===== src/rtl/seq_right_barrel_shifter_pkg.sv =====
// Shared constants and enums for the sequential right shifter/rotator.
// Latency: n/a (declarations only).
// Backpressure: n/a.
//
// Contents: WIDTH/SHW datapath sizes, STW stage-index width,
// shift_mode_t (LSR/ASR/ROR/RSVD), state_t (IDLE/SHIFT/DONE).
package shifter_pkg;

    localparam int WIDTH = 16;
    localparam int SHW   = 4;              // log2(WIDTH)
    localparam int STW   = $clog2(SHW);    // bits needed to index a stage 0..SHW-1

    typedef enum logic [1:0] {
        LSR  = 2'b00,
        ASR  = 2'b01,
        ROR  = 2'b10,
        RSVD = 2'b11
    } shift_mode_t;

    typedef enum logic [1:0] {
        IDLE  = 2'b00,
        SHIFT = 2'b01,
        DONE  = 2'b10
    } state_t;

endpackage


===== src/rtl/seq_right_barrel_shifter_rshift_stage.sv =====
// One logarithmic right-shift stage: shifts by 2^stage when enabled.
// Latency: combinational.
// Backpressure: none; pure function of its inputs.
//
// Ports: i_data (operand), i_stage (stage index, shift = 2^i_stage),
// i_en (apply shift), i_mode (LSR/ASR/ROR, RSVD acts as LSR),
// i_sign (fill bit for ASR), o_data (result).
module rshift_stage
    import shifter_pkg::*;
(
    input  logic [WIDTH-1:0] i_data,
    input  logic [STW-1:0]   i_stage,
    input  logic             i_en,
    input  shift_mode_t      i_mode,
    input  logic             i_sign,
    output logic [WIDTH-1:0] o_data
);

    logic [2*WIDTH-1:0] w_ext;
    logic [SHW-1:0]     w_shamt;

    // Extend the operand with the bits that should flow into the vacated
    // MSBs, then a single right shift of the double-width word does all modes.
    always_comb begin
        w_ext = {{WIDTH{1'b0}}, i_data};
        case (i_mode)
            ASR:     w_ext = {{WIDTH{i_sign}}, i_data};
            ROR:     w_ext = {i_data, i_data};
            default: w_ext = {{WIDTH{1'b0}}, i_data};
        endcase
    end

    assign w_shamt = SHW'(1) << i_stage;

    always_comb begin
        o_data = i_data;
        if (i_en) begin
            o_data = WIDTH'(w_ext >> w_shamt);
        end
    end

endmodule


===== src/rtl/seq_right_barrel_shifter.sv =====
// Multi-cycle right shifter/rotator, one log stage (8,4,2,1) per clock.
// Latency: done pulses 4 edges after the accepting edge; one result per 6 cycles.
// Backpressure: start is ignored while busy; operands are captured on acceptance.
//
// Ports: clk, rst_n (async active-low), start (request, sampled in IDLE),
// A (operand), SS (shift amount), mode (00 LSR, 01 ASR, 10 ROR, 11 as LSR),
// busy (SHIFT or DONE), done (one-cycle pulse), SSHO (last completed result).
module seq_right_barrel_shifter
    import shifter_pkg::*;
(
    input  logic             clk,
    input  logic             rst_n,
    input  logic             start,
    input  logic [WIDTH-1:0] A,
    input  logic [SHW-1:0]   SS,
    input  logic [1:0]       mode,
    output logic             busy,
    output logic             done,
    output logic [WIDTH-1:0] SSHO
);

    state_t           r_state;
    state_t           w_state_nxt;
    logic [WIDTH-1:0] r_data;
    logic [SHW-1:0]   r_amount;
    shift_mode_t      r_mode;
    logic [STW-1:0]   r_stage;
    logic             r_sign;
    logic [WIDTH-1:0] r_ssho;
    logic [WIDTH-1:0] w_stage_dat;

    rshift_stage u_stage (
        .i_data  (r_data),
        .i_stage (r_stage),
        .i_en    (r_amount[r_stage]),
        .i_mode  (r_mode),
        .i_sign  (r_sign),
        .o_data  (w_stage_dat)
    );

    // State register
    always_ff @(posedge clk or negedge rst_n) begin
        if (!rst_n) begin
            r_state <= IDLE;
        end else begin
            r_state <= w_state_nxt;
        end
    end

    // Next-state logic
    always_comb begin
        w_state_nxt = r_state;
        case (r_state)
            IDLE:    if (start) w_state_nxt = SHIFT;
            SHIFT:   if (r_stage == '0) w_state_nxt = DONE;
            DONE:    w_state_nxt = IDLE;
            default: w_state_nxt = IDLE;
        endcase
    end

    // Datapath: capture on acceptance, one stage per SHIFT cycle, stage 0 is
    // the last one and publishes its output straight into SSHO.
    always_ff @(posedge clk or negedge rst_n) begin
        if (!rst_n) begin
            r_data   <= '0;
            r_amount <= '0;
            r_mode   <= LSR;
            r_stage  <= '0;
            r_sign   <= 1'b0;
            r_ssho   <= '0;
        end else begin
            case (r_state)
                IDLE: begin
                    if (start) begin
                        r_data   <= A;
                        r_amount <= SS;
                        r_mode   <= shift_mode_t'(mode);
                        r_stage  <= STW'(SHW - 1);
                        r_sign   <= A[WIDTH-1];
                    end
                end
                SHIFT: begin
                    r_data <= w_stage_dat;
                    if (r_stage == '0) begin
                        r_ssho <= w_stage_dat;
                    end else begin
                        r_stage <= r_stage - 1'b1;
                    end
                end
                default: ;
            endcase
        end
    end

    // Pure decodes of the state register; no input reaches an output
    // without passing through a flop.
    assign busy = (r_state != IDLE);
    assign done = (r_state == DONE);
    assign SSHO = r_ssho;

endmodule


===== config.mk =====
export PLATFORM = sky130hd
export DESIGN_NAME = seq_right_barrel_shifter
export DESIGN_NICKNAME = d
export VERILOG_FILES = /design/src/rtl/seq_right_barrel_shifter_pkg.sv /design/src/rtl/seq_right_barrel_shifter_rshift_stage.sv /design/src/rtl/seq_right_barrel_shifter.sv
export SDC_FILE = /design/constraint.sdc
export NUM_CORES = 1
export LEC_CHECK = 0
export ABC_AREA = 1
export CELL_PAD_IN_SITES_DETAIL_PLACEMENT = 1
export CELL_PAD_IN_SITES_GLOBAL_PLACEMENT = 1
export CORE_MARGIN = 3
export CORE_UTILIZATION = 30
export CTS_CLUSTER_SIZE = 10
export DETAILED_ROUTE_END_ITERATION = 8
export HOLD_SLACK_MARGIN = 0.08
export PLACE_DENSITY = 0.7
export SKIP_LAST_GASP = 1
export SYNTH_ARGS = -nofsm -noshare
export SYNTH_HDL_FRONTEND = slang
export SYNTH_HIERARCHICAL = 1
export SYNTH_SLANG_ARGS = --single-unit

===== constraint.sdc =====
create_clock -name clk -period 4.05 [get_ports clk]
set_input_delay 0.81 -clock clk [delete_from_list [all_inputs] [get_ports clk]]
set_output_delay 0.81 -clock clk [all_outputs]
set_load 0.05 [all_outputs]

Yosys cells after proc, flatten, opt, wreduce, memory -nomap -nowiden
Index checks and enable logic that the tools add are counted.

storage, ports and cells
  bits in registers = 43
  bits in latches = 0
  bits in writable memories = 0
  memory bits (read-only) = 0
  input port bits = 25
  output and inout bits = 18
  logic and storage cells = 39
  memories kept = 0

cells by class
  add/subtract/negate cells = 1
  multipliers = 0
  div/mod/pow operators = 0
  $lt $le $gt $ge = 1
  eq/ne operators = 7
  shift-type cells = 2
  muxes and demuxes = 12
  bitwise logic cells = 0
  reduce and logical (&&, ||, !) cells = 9

operators with widths
  kind                   count
  $pmux W32 S2           1
  $mux W16               2
  $pmux W16 S2           1
  $shr A32 B4 Y16        1
  $mux W2                4
  $pmux W2 S2            2
  $reduce_and A2 Y1      4
  $ne A2 B2 Y1 const B   3
  $eq A2 B1 Y1 const B   2
  $eq A2 B2 Y1 const B   2
  $logic_not A2 Y1       2
  $reduce_bool A2 Y1     2
  $shl A1 B2 Y4 const A  1
  $lt A2 B3 Y1 const B   1
  $reduce_and A3 Y1      1
  $bmux W1 S2            1
  $sub A2 B1 Y2 const B  1
  $mux W1                1

Longest topological paths before layout
  depth after elaboration = 5
  mapped depth = 14
  gate-level depth less buffers = 14

Modules after synthesis
The synthesis kept the hierarchy.

modules (own cells, without submodules)
  module                    times used  cells each  area each (um^2)  seq. area each (um^2)
  seq_right_barrel_shifter  1           250         1970.6            1076.0
  rshift_stage              1           186         902.1             0.0

Least setup slack after synthesis
No wires, ideal clock.

  path type = register to output
  from = register r_state[0]
  to = output done
  arrival time = 1438 ps
  required time = 3240 ps
  setup slack = 1802 ps
  stages on the path, launching flop included = 4
  path buffers = 2
  cells stage by stage = dfrtp_1 > buf_4 > buf_4 > nor2_1

between the ends
  longest elaborated chain between the ends = 1

ends and longest elaborated chain
  item                    line                            RTL
  from (decl)             seq_right_barrel_shifter.sv:22  state_t r_state;
  from (signal assigned)  seq_right_barrel_shifter.sv:46  r_state <= w_state_nxt;
  $eq A2 B2 Y1            seq_right_barrel_shifter.sv:98  assign done = (r_state == DONE);
  to (decl)               seq_right_barrel_shifter.sv:18  output logic done,

No other way between the ends.

Worst setup path in the final report
  from = register r_stage[0]
  to = register r_data[14]

between the ends
  longest elaborated chain between the ends = 4
  elaborated cells on any way between the ends = 6
  classes of those cells = shift: 2; mux: 4

ends and longest elaborated chain
  item                                                 line                                                                         RTL
  from (decl)                                          seq_right_barrel_shifter.sv:27                                               logic [STW-1:0] r_stage;
  from (signal assigned)                               seq_right_barrel_shifter.sv:78                                               r_stage <= STW'(SHW - 1);
  from (signal assigned)                               seq_right_barrel_shifter.sv:87                                               r_stage <= r_stage - 1'b1;
  $shl A1 B2 Y4 / $bmux W1 S2 (equally long branches)  seq_right_barrel_shifter_rshift_stage.sv:33, seq_right_barrel_shifter.sv:35
  $shr A32 B4 Y16 / $mux W1 (equally long branches)    seq_right_barrel_shifter_rshift_stage.sv:38, seq_right_barrel_shifter.sv:35
  $mux W16 (*)                                         seq_right_barrel_shifter_rshift_stage.sv:37                                  if (i_en) begin
  via w_stage_dat[14]                                  seq_right_barrel_shifter.sv:30                                               logic [WIDTH-1:0] w_stage_dat;
  $pmux W16 S2 (*)                                     seq_right_barrel_shifter.sv:72                                               case (r_state)
  to (signal assigned)                                 seq_right_barrel_shifter.sv:83                                               r_data <= w_stage_dat;
  to (decl)                                            seq_right_barrel_shifter.sv:24                                               logic [WIDTH-1:0] r_data;

Mark *: on every way through the listed nets, which the timed path passes. The rest lies on a longest branch. The select of a mux whose other input is x is not followed.
A chain may end at the register's enable or synchronous reset.

==> metrics.cfg <==
[run_status]
outcome = finished clean

[floorplanning]
die_area_mm2 = 0.0108
start_util_pct = 30.9
boundaryPins = 43
num_rows = 35
fp.coreArea_mm2 = 0.00928
die_x_um = 104
die_y_um = 104

[clock_tree]
cts-hold-fix-buffers = 0
clkTransAtPathRegs_ns = 0.09
cts_resized = 0
h-tree-depth = 2
numCtsBuffers = 5
clock_sinks = 43
clockBufferDepth = 2
cts_tree = done
cts_setup_buffers = 0
root_buffer = clkbuf_8
clk_latency_ns = 0.30

[placement]
dpl_cell_area_mm2 = 0.00335
hpwl_um = 7220
port_buffers = 42
gp_congestion = 0.897

[grt]
grt_pass1_wl_um = 16100
met1_usage_pct = 26.7
grt_util_met3_pct = 2.11
grt_max_degree = 44
gr-total-overflow = 0
grt_use_total_pct = 18.2
grt_pass1_vias = 2983
antenna_found_initial = 0
busiest_layer = met2
met2_usage_pct = 28.9

[power_and_ir_drop]
pwr-share-comb_pct = 65.0
p_total_mw = 3.46
internal-power_mw = 1.49
p_leak_nw = 1.77
p_switching_mw = 1.96
vdd_drop_max_uv = 372
swShare_pct = 56.8
clkPwrFrac_pct = 9.9
p_per_area_mw_per_mm2 = 1000
p_seq_share_pct = 25.2

[critical_path]
cp_max_fo = 24
crit_path_top_delay_cell = dfrtp_1
r2r_slack_ns = 1.00
crit_top_cell = nand2_1
arrival_ns = 3.29
worstSetupEndpoint = r_data[14]
timing.rr.end = r_data[14]
crit_path_end_kind = register
r2r-start = r_stage[0]
cpPeakStageDelay_ns = 0.81
start_kind = register
required_ns = 4.30
reg2reg_depth = 12
startpoint = r_stage[0]
cp_cell_sequence = inv_1 > nand2_1 > o211ai_1 > nand2_1 > clkinv_1 > a21oi_1 > nand3_1 > o21ai_0 > nand3_1 > nand2_1 > nand2_1 > nand2_1
crit_type = register to register

[synthesis]
synth_area_leaders = dfrtp_1 37%, nand2_1 27%, nand3_1 7.3%, inv_1 3.8%, o21ai_0 3.1%
synth_area_mm2 = 0.00287
syn_nets = 464
yosysMostFrequentCell = nand2_1
async_reset_ff_share_pct = 100
ys_types = 30
synth_top_area_share_pct = 37.5
synth.largest_area_cell = dfrtp_1
ys_seq_area_share_pct = 37.5
synthTopCellsByCount = 207 x nand2_1, 43 x dfrtp_1, 42 x nand3_1
ys_warn_count = 6
ys_ff_latch = 43
ys.flop_type = dfrtp_1
synth_cells = 436
synth_edf_count = 0
avgSynthCellArea_um2 = 6.59

[timing]
skew_ns = 0.00652
rsz0062_at_grt = false
relSlewSlack_pct = 30.7
setup_viol = 0
hold_violations = 0
fin_tns_setup_ns = 0
finalCritPeriodShare_pct = 75.2
worst_slew_pin_slew_ns = 1.04
timing.final.crit_period_ns = 3.05
whs_ns = 0.477
fmax_mhz = 328
slew_viol_final = 0

[final_layout]
synthToLayoutAreaGrowth_pct = 20.2
fin_nets = 499
diodes = 0
fin_util_pct = 37.2
fin_area_mm2 = 0.00345
drive_gt1_share_pct = 6.58

[route]
drtAntennaViolNets = 0
drc = 0
drtPass1Iterations = 4
routed_wl_um = 9620
vias = 2943
drt-initial-drc-count = 156
via_per_inst = 4.91
drt-wirelength-per-cell_um = 16.0

[worst_hold_path]
min_path_type = register to register

[job]
maxCapViolCount = 0

-- layer usage --
metal  routed length [um]  part of all wire [%]
met1                 4860                    51
met2                 4360                    45
met3                  315                   3.3
met4                   82                  0.85
met5                    0                     0
-- through the flow --
stage               cells  worst slack, ns
finish                600             1.00
global placement      593             1.20
detailed placement    593             1.02
floorplan             436             1.80
global route          600            0.617
CTS                   600            0.990
-- final cells by class --
type                       count  area, um2
clock buffer                   5       68.8
clock inverter                 2       37.5
fill                        1260       5830
inverter                      39        159
multi-input combinational    339       1530
sequential                    43       1080
tap                          129        161
timing repair buffer          43        423
-- worst max-delay path, delay by kind of cell (launching register included) --
family,cells,cell delay [ns]
AND/OR/NAND/NOR,7,1.06
flip-flops,1,0.81
AO/OA/AOI/OAI,3,0.44
buffers and inverters,2,0.67
-- state kept, by name (all words and copies together) (netlist names) --
register,cells
r_mode,2
r_stage,2
SSHO,16
r_state,2
r_sign,1
r_amount,4
r_data,16
-- power by group through the flow --
stage / Sequential [mW] / Clock (mW) / Combinational (mW)
floorplan: 1.00 / 0 / 1.47
global placement: 0.875 / 0 / 2.20
finish: 0.870 / 0.341 / 2.25
detailed placement: 0.880 / 0 / 2.23
CTS: 0.874 / 0.351 / 2.25
global route: 0.906 / 0.364 / 2.51
-- worst min path at each step --
stage / end / cells after the start / startpoint
after global routing: SSHO[3] / 2 / SSHO[3]
after detailed placement: r_sign / 2 / r_sign
after global placement: r_sign / 2 / r_sign
final: r_sign / 2 / r_sign
after CTS: r_sign / 2 / r_sign
after floorplan: r_sign / 2 / r_sign
-- cell families (layout without fill, tap and decap cells) --
| logic type | Yosys count | after routing | synth area share, % |
|---|---|---|---|
| AND/OR/NAND/NOR | 283 | 283 | 41.2 |
| buffers and inverters | 54 | 89 | 9.36 |
| AO/OA/AOI/OAI | 53 | 53 | 10.7 |
| flip-flops | 43 | 43 | 37.5 |
| adder cells (fa/ha/maj) | 3 | 3 | 1.31 |
-- cell usage in the layout (no fill, tap or decap) --
cell,count
nor2_2,1
nand3b_1,1
o21ai_1,5
nand2_2,5
o2111ai_1,1
clkinvlp_4,1
o21ai_0,18
clkinv_4,1
clkbuf_8,5
inv_2,5
nand2_1,207
a31oi_1,2
nor2_1,19
o21ai_4,1
bufinv_16,1
clkdlybuf4s50_1,41
nand3_1,42
o211ai_1,5
nand4_1,2
dfrtp_1,43
nand3_2,1
buf_2,1
ha_1,3
a21oi_1,13
a22oi_1,2
o22ai_1,6
nor2_4,2
inv_4,3
nand2_4,3
clkinv_1,1
inv_1,29
buf_4,1
Power figures use the tool's default switching activity.
